File: config.mk
export PLATFORM = sky130hd
export DESIGN_NAME = simon_sound
export DESIGN_NICKNAME = d
export VERILOG_FILES = /design/src/rtl/simon_sound.sv
export SDC_FILE = /design/constraint.sdc
export NUM_CORES = 1
export LEC_CHECK = 0
export ABC_AREA = 1
export CAP_MARGIN = 20
export CELL_PAD_IN_SITES_DETAIL_PLACEMENT = 0
export CELL_PAD_IN_SITES_GLOBAL_PLACEMENT = 1
export CORE_MARGIN = 8
export CORE_UTILIZATION = 45
export CTS_CLUSTER_SIZE = 20
export DETAILED_ROUTE_END_ITERATION = 12
export PLACE_DENSITY = 0.82
export SLEW_MARGIN = 20
export SYNTH_ARGS = -nofsm -noshare
export SYNTH_HDL_FRONTEND = slang
export SYNTH_SLANG_ARGS = --single-unit
File: constraint.sdc
create_clock -name clk -period 2.48 [get_ports clk]
set_input_delay 0.496 -clock clk [delete_from_list [all_inputs] [get_ports clk]]
set_output_delay 0.496 -clock clk [all_outputs]
set_load 0.01 [all_outputs]
File: src/rtl/simon_sound.sv
// Speaker driver for the Simon game: a per-lamp square-wave tone while a lamp is lit,
// or a fixed 4-note jingle on rising edges of LOSE/WIN/HS (jingles override lamp tones).
module simon_sound #(
  parameter int CNT_W    = 17,
  parameter int HALF_P0  = 113636,
  parameter int HALF_P1  = 90192,
  parameter int HALF_P2  = 75843,
  parameter int HALF_P3  = 56818,
  parameter int NOTE_LEN = 100000
) (
  input  logic       clk,
  input  logic       rst_n,
  input  logic [1:0] lamp,
  input  logic       lamp_ena,
  input  logic       hs,
  input  logic       win,
  input  logic       lose,
  input  logic       mute,
  output logic       speaker,
  output logic       busy
);

  typedef enum logic [1:0] {IDLE, TONE, JINGLE} state_t;
  // Encoded in priority order so a plain magnitude compare decides restarts.
  typedef enum logic [1:0] {PAT_NONE, PAT_HS, PAT_WIN, PAT_LOSE} pat_t;

  localparam logic [CNT_W-1:0] NOTE_LAST = CNT_W'(NOTE_LEN - 1);

  state_t           state_reg, state_next;
  pat_t             pat_reg, pat_next;
  pat_t             rise_pat;
  logic [1:0]       note_reg, note_next;
  logic [1:0]       tone_reg, tone_next;
  logic [CNT_W-1:0] note_cnt_reg, note_cnt_next;
  logic [CNT_W-1:0] half_cnt_reg, half_cnt_next;
  logic             spk_reg, spk_next;
  logic             reload;
  logic [2:0]       trig, trig_q_reg, rise;

  assign trig = {lose, win, hs};
  assign rise = trig & ~trig_q_reg;

  function automatic logic [1:0] pat_tone(input pat_t pat, input logic [1:0] note);
    case (pat)
      PAT_LOSE: pat_tone = 2'd3 - note;
      PAT_WIN:  pat_tone = note;
      PAT_HS:   pat_tone = {1'b1, note[0]};
      default:  pat_tone = 2'd0;
    endcase
  endfunction

  function automatic logic [CNT_W-1:0] half_last(input logic [1:0] tone);
    case (tone)
      2'd0:    half_last = CNT_W'(HALF_P0 - 1);
      2'd1:    half_last = CNT_W'(HALF_P1 - 1);
      2'd2:    half_last = CNT_W'(HALF_P2 - 1);
      default: half_last = CNT_W'(HALF_P3 - 1);
    endcase
  endfunction

  always_comb begin
    rise_pat = PAT_NONE;
    if (rise[2])      rise_pat = PAT_LOSE;
    else if (rise[1]) rise_pat = PAT_WIN;
    else if (rise[0]) rise_pat = PAT_HS;
  end

  // pat_reg is PAT_NONE outside JINGLE, so any rise starts a jingle from IDLE/TONE.
  always_comb begin
    state_next    = state_reg;
    pat_next      = pat_reg;
    note_next     = note_reg;
    note_cnt_next = note_cnt_reg;
    tone_next     = tone_reg;
    reload        = 1'b0;
    if (rise_pat > pat_reg) begin
      state_next    = JINGLE;
      pat_next      = rise_pat;
      note_next     = 2'd0;
      note_cnt_next = '0;
      tone_next     = pat_tone(rise_pat, 2'd0);
      reload        = 1'b1;
    end else begin
      case (state_reg)
        IDLE: begin
          if (lamp_ena) begin
            state_next = TONE;
            tone_next  = lamp;
          end
        end
        TONE: begin
          if (!lamp_ena) state_next = IDLE;
          else           tone_next  = lamp;
        end
        JINGLE: begin
          if (note_cnt_reg == NOTE_LAST) begin
            note_cnt_next = '0;
            reload        = 1'b1;
            if (note_reg == 2'd3) begin
              state_next = IDLE;
              pat_next   = PAT_NONE;
            end else begin
              note_next = note_reg + 2'd1;
              tone_next = pat_tone(pat_reg, note_reg + 2'd1);
            end
          end else begin
            note_cnt_next = note_cnt_reg + CNT_W'(1);
          end
        end
        default: state_next = IDLE;
      endcase
    end
  end

  // Any new tone selection restarts the half-period count but keeps the current level.
  always_comb begin
    half_cnt_next = half_cnt_reg + CNT_W'(1);
    spk_next      = spk_reg;
    if (state_next == IDLE) begin
      half_cnt_next = '0;
      spk_next      = 1'b0;
    end else if (reload || (state_next != state_reg) || (tone_next != tone_reg)) begin
      half_cnt_next = '0;
    end else if (half_cnt_reg == half_last(tone_reg)) begin
      half_cnt_next = '0;
      spk_next      = ~spk_reg;
    end
  end

  always_ff @(posedge clk or negedge rst_n) begin
    if (!rst_n) begin
      state_reg    <= IDLE;
      pat_reg      <= PAT_NONE;
      note_reg     <= 2'd0;
      tone_reg     <= 2'd0;
      note_cnt_reg <= '0;
      half_cnt_reg <= '0;
      spk_reg      <= 1'b0;
      trig_q_reg   <= 3'b000;
    end else begin
      state_reg    <= state_next;
      pat_reg      <= pat_next;
      note_reg     <= note_next;
      tone_reg     <= tone_next;
      note_cnt_reg <= note_cnt_next;
      half_cnt_reg <= half_cnt_next;
      spk_reg      <= spk_next;
      trig_q_reg   <= trig;
    end
  end

  assign speaker = spk_reg & ~mute;
  assign busy    = (state_reg == JINGLE);

endmodule
# [Word level (Yosys, flattened, before mapping)]
# Index checks and enable logic that the tools add are counted.
[totals] in_bits=9 regBits=46 out_inout_bits=2
[classes] n_eq_ne=16 magnitude_cmp=1 addsub=4 n_reduce_logical=13 n_mux=39 bitwise=5
[ops] op="$mux 17" count=8
[ops] op="$pmux 17 s3" count=1
[ops] op="$mux 2" count=19
[ops] op="$add 17x1->17 const B" count=2
[ops] op="$eq 17x17->1" count=1
[ops] op="$eq 17x17->1 const B" count=1
[ops] op="$eq 2x2->1 const B" count=6
[ops] op="$pmux 2 s3" count=2
[ops] op="$eq 2x1->1 const B" count=4
[ops] op="$pmux 2 s2" count=2
[ops] op="$reduce_bool 2->1" count=4
[ops] op="$mux 1" count=7
[ops] op="$logic_not 2->1" count=3
[ops] op="$reduce_and 3->1" count=2
[ops] op="$ne 2x2->1" count=2
[ops] op="$ne 2x2->1 const B" count=2
[ops] op="$and 3x3->3" count=1
[ops] op="$not 3->3" count=1
[ops] op="$add 2x1->2 const B" count=1
[ops] op="$gt 2x2->1" count=1
[ops] op="$logic_or 1x1->1" count=2
[ops] op="$not 1->1" count=2
[ops] op="$reduce_and 2->1" count=1
[ops] op="$reduce_or 2->1" count=1
[ops] op="other kinds (2)" count=2

# [Depth between registers and ports, before layout]
[logic_depth] word_depth=16 mapped_depth=18 ltp_nobuf=18

# [Least setup slack after synthesis]
# No wires, ideal clock.
[synth_timing] kind="input to register" from="in win" to="reg half_cnt_reg[11]" arrival_time_ps=2167 path_slack_ps=185 required_time_ps=2352 stages=18 setup_time_ps=128 path_buffers=1 path_cell_list="inv_1 nor2_1 inv_1 o21ai_0 ha_1 inv_1 o21bai_1 nand2_2 inv_2 nor2_1 inv_1 o21ai_0 nand2_1 nand2_1 inv_1 nand2_4 buf_12 nor2_4"
[synth_via] elab_chain_cells=10
[synth_rtl] item="from (decl)" line_no="16" rtl="input logic win,"
[synth_rtl] item="$and 3x3->3 *" line_no="41" rtl="assign rise = trig & ~trig_q_reg;"
[synth_rtl] item="$mux 2 *" line_no="64" rtl="else if (rise[1]) rise_pat = PAT_WIN;"
[synth_rtl] item="$mux 2 *" line_no="63" rtl="if (rise[2]) rise_pat = PAT_LOSE;"
[synth_rtl] item="$eq 2x1->1, or another cell as far along" line_no="44" rtl="case (pat)"
[synth_rtl] item="$pmux 2 s2 / $mux 2 (equally long branches)" line_no="44, 76"
[synth_rtl] item="$mux 2 / $ne 2x2->1 (equally long branches)" line_no="76, 122"
[synth_rtl] item="$ne 2x2->1 / $logic_or 1x1->1 (equally long branches)" line_no="122" rtl="end else if (reload || (state_next != state_reg) || (tone_next != tone_reg)) begin"
[synth_rtl] item="$logic_or 1x1->1" line_no="122"
[synth_rtl] item="$mux 17" line_no="122"
[synth_rtl] item="$mux 17 *" line_no="119" rtl="if (state_next == IDLE) begin"
[synth_rtl] item="via half_cnt_next[11]" line_no="35" rtl="logic [CNT_W-1:0] half_cnt_reg, half_cnt_next;"
[synth_rtl] item="to (signal assigned)" line_no="146" rtl="half_cnt_reg <= half_cnt_next;"
[synth_rtl] item="to (decl)" line_no="35"
# The timed path passes the listed nets; every way through them passes the cells marked *.
# A chain may end at the register's enable or synchronous reset.

# [Final worst setup path]
[layout_timing] from="in win" to="reg half_cnt_reg[3]"
# Same word-level chain as after synthesis.

==> impl_results.md <==
- Status: finished, final reports clean
- DRC violations left: 0
- Combinational Power Share: 0.601
- Largest net degree at the start of global routing: 47
- Post-Syn Nets: 404
- Vias per std cell: 5.06
- Post-synth EDFFs: 0
- DRT iter0 DRCs: 81
- Boundary Pins: 11
- Most frequent cells in the layout: inv_1, nand2_1, dfrtp_1, nor2_1, buf_4
- Pre-CTS WS: -544 ps
- Worst path cell trace: dlygate4sd2_1, inv_1, nor2_1, inv_1, o21ai_2, ha_4, inv_2, o21bai_4, nand2_4, inv_6, buf_4, nand2_1, nand3_2, nand3_4, nor2_8, nand2_8, buf_12, nor2_4
- Synth Area per Inst: 7.94 um^2
- H-Tree Depth: 2
- Clock Power Share: 0.148
- Multi-input logic area: 1720 um^2
- Slew @ Worst Pin: 588 ps
- Hold Slack: 280 ps
- Placed cells: 492
- Final hold vios: 0
- Initial DRT Pass Iterations: 4
- CTS tree: done
- Yosys warnings: 0
- Layout cell share with drive strength beyond 1: 0.243
- Worst VDD drop: 0.602 mV
- Arr. time, crit path: 2570 ps
- Latest clock arrival within the worst-skew pair: 300 ps
- Switching power total: 1660 uW
- Hold-fix buffers at CTS: 0
- Total gr overflow: 0
- Fill cells: 636
- Post-synth ARST share: 1.00
- Sequential share of power: 0.251
- CTS buffer count: 5
- Fin. max-slew vios: 0
- Final WL: 6830 um
- Tcrit/Tclk final: 0.937
- Required @ worst endpoint: 2720 ps
- Slowest CP cell: ha_4
- Netlist cell types: 37
- Leakage power: 0.00163 uW
- MaxCap Viol Count: 0
- DP HPWL: 4940 um
- Critical-path maximum fanout: 5
- Endpoints failing setup: 0
- First-pass GRT wire length: 11700 um
- ANT nets after route: 0
- Reg clk slew, reported paths: 90 ps
- Initial core utilization: 0.459
- Worst slew margin: 0.608
- PortBufs: 10
- Achievable Freq: 0.430 GHz
- Overall power: 3780 uW
- Register area share after synthesis: 0.376
- Worst Clk Skew: 10.7 ps
- Switching power share of the total: 0.439
- Post-Syn Area: 3060 um^2
- RePlAce Congestion: 0.864
- Min Clock Period, post-route: 2320 ps
- CP max stage delay: 280 ps
- Ant diodes: 0
- Vias in the first global route: 2583
- Via count: 2543
- Critical path launch point type: input port
- Setup ws final: 157 ps
- Core box area: 6680 um^2
- Chip Height: 98.5 um
- Hold Crit Class: input port to async pin
- Fin nets: 440
- Antenna violations before repair: 0
- Die Wd: 98.5 um
- Non-filler cells, final: 503
- CTS max path bufs: 2
- Internal power: 2120 uW
- CP Class: input port to register
- Syn Inst Count: 386
- GRT Util Overall: 0.146
- #FFs+latches synth: 46
- FF+latch area: 1150 um^2
- Most used flip-flop cell after synthesis: dfrtp_1
- Root Driver: clkbuf_8
- Row cnt: 30
- Area delta synth->final: 19.3%
- Commonest non-fill, non-tap cell in the layout: inv_1
- Wire length per cell: 13.6 um
- Worst Setup End Kind: register
- Die area: 9710 um^2
- TritonCTS Sinks: 46
- PwrDens: 1030 nW/um^2
- Cell mode on critical path: inv_1
-- final cells by class --
cell class,instances,share of cell area
sequential,46,0.315
timing repair buffer,40,0.0941
multi-input combinational,270,0.471
inverter,59,0.0626
clock inverter,3,0.0110
tap,80,0.0274
clock buffer,5,0.0188
-- through the flow --
| step | cell area (um^2) | setup TNS [ps] | utilization |
|---|---|---|---|
| 3_5_place_dp | 3410 | -13450 | 0.511 |
| 5_1_grt | 3650 | -53.9 | 0.547 |
| 2_1_floorplan | 3060 | 0 | - |
| 3_3_place_gp | 3410 | -10920 | 0.511 |
| 6_report | 3650 | 0 | 0.547 |
| 4_1_cts | 3600 | 0 | 0.539 |
-- power groups by stage --
| stage | combinational (uW) | clock [uW] | sequential [uW] |
|---|---|---|---|
| final | 2270 | 559 | 949 |
| after global routing | 2500 | 606 | 965 |
| after CTS | 2210 | 588 | 946 |
| after detailed placement | 2000 | 0 | 960 |
| after global placement | 2000 | 0 | 959 |
| after floorplan | 1370 | 0 | 942 |
-- Yosys cell counts, types with 10 or more instances --
cell | instances | area [um^2]
a21oi_1 | 14 | 70.1
dfrtp_1 | 46 | 1150
inv_1 | 52 | 195
nand2_1 | 47 | 176
nand3_1 | 23 | 115
nand4_1 | 11 | 68.8
nor2_1 | 42 | 158
nor2_2 | 10 | 62.6
nor2_4 | 12 | 135
nor3_1 | 20 | 100
o21ai_0 | 13 | 65.1
xor2_1 | 16 | 140
-- routing by layer --
layer	routed length, um	vias to the layer above	global-route usage
li1	-	1317	-
met1	3190	1186	0.178
met2	3430	36	0.256
met3	176	4	0.0268
met4	38	0	0.0413
met5	0	-	0
-- timing repair --
action | in CTS | in global routing
setup buffers | 2 | 1
gates cloned | 1 | 0
endpoints found under the setup margin | 24 | 24
gates resized for setup | 16 | 17
pin swaps | 9 | 8
-- final timing paths --
check | startpoint | endpoint | slack (ps) | depth (start not counted)
worst min register to register | note_reg[1] | note_reg[1] | 520 | 2
worst min-delay path | rst_n | half_cnt_reg[4] | 280 | 2
worst max register to register | trig_q_reg[1] | half_cnt_reg[3] | 270 | 17
min in group clk | hs | trig_q_reg[0] | 370 | 1
worst max-delay path | win | half_cnt_reg[3] | 160 | 18
max in group asynchronous | rst_n | note_cnt_reg[1] | 1800 | 2
-- worst max-delay path, delay by kind of cell --
| kind | cells | cell delay, ps |
|---|---|---|
| and+or+nand+nor | 8 | 770 |
| buffers and inverters | 7 | 760 |
| adders and majority gates | 1 | 280 |
| AOI/OAI and AO/OA | 2 | 240 |
-- cells by family after synthesis --
| logic type | share of synthesized area |
|---|---|
| simple gates | 0.343 |
| compound gates | 0.0743 |
| buf+inv | 0.0951 |
| fa+ha+maj | 0.0368 |
| mux | 0.00327 |
| flops | 0.376 |
| xor+xnor | 0.0715 |
(Power assumes the default switching activity.)
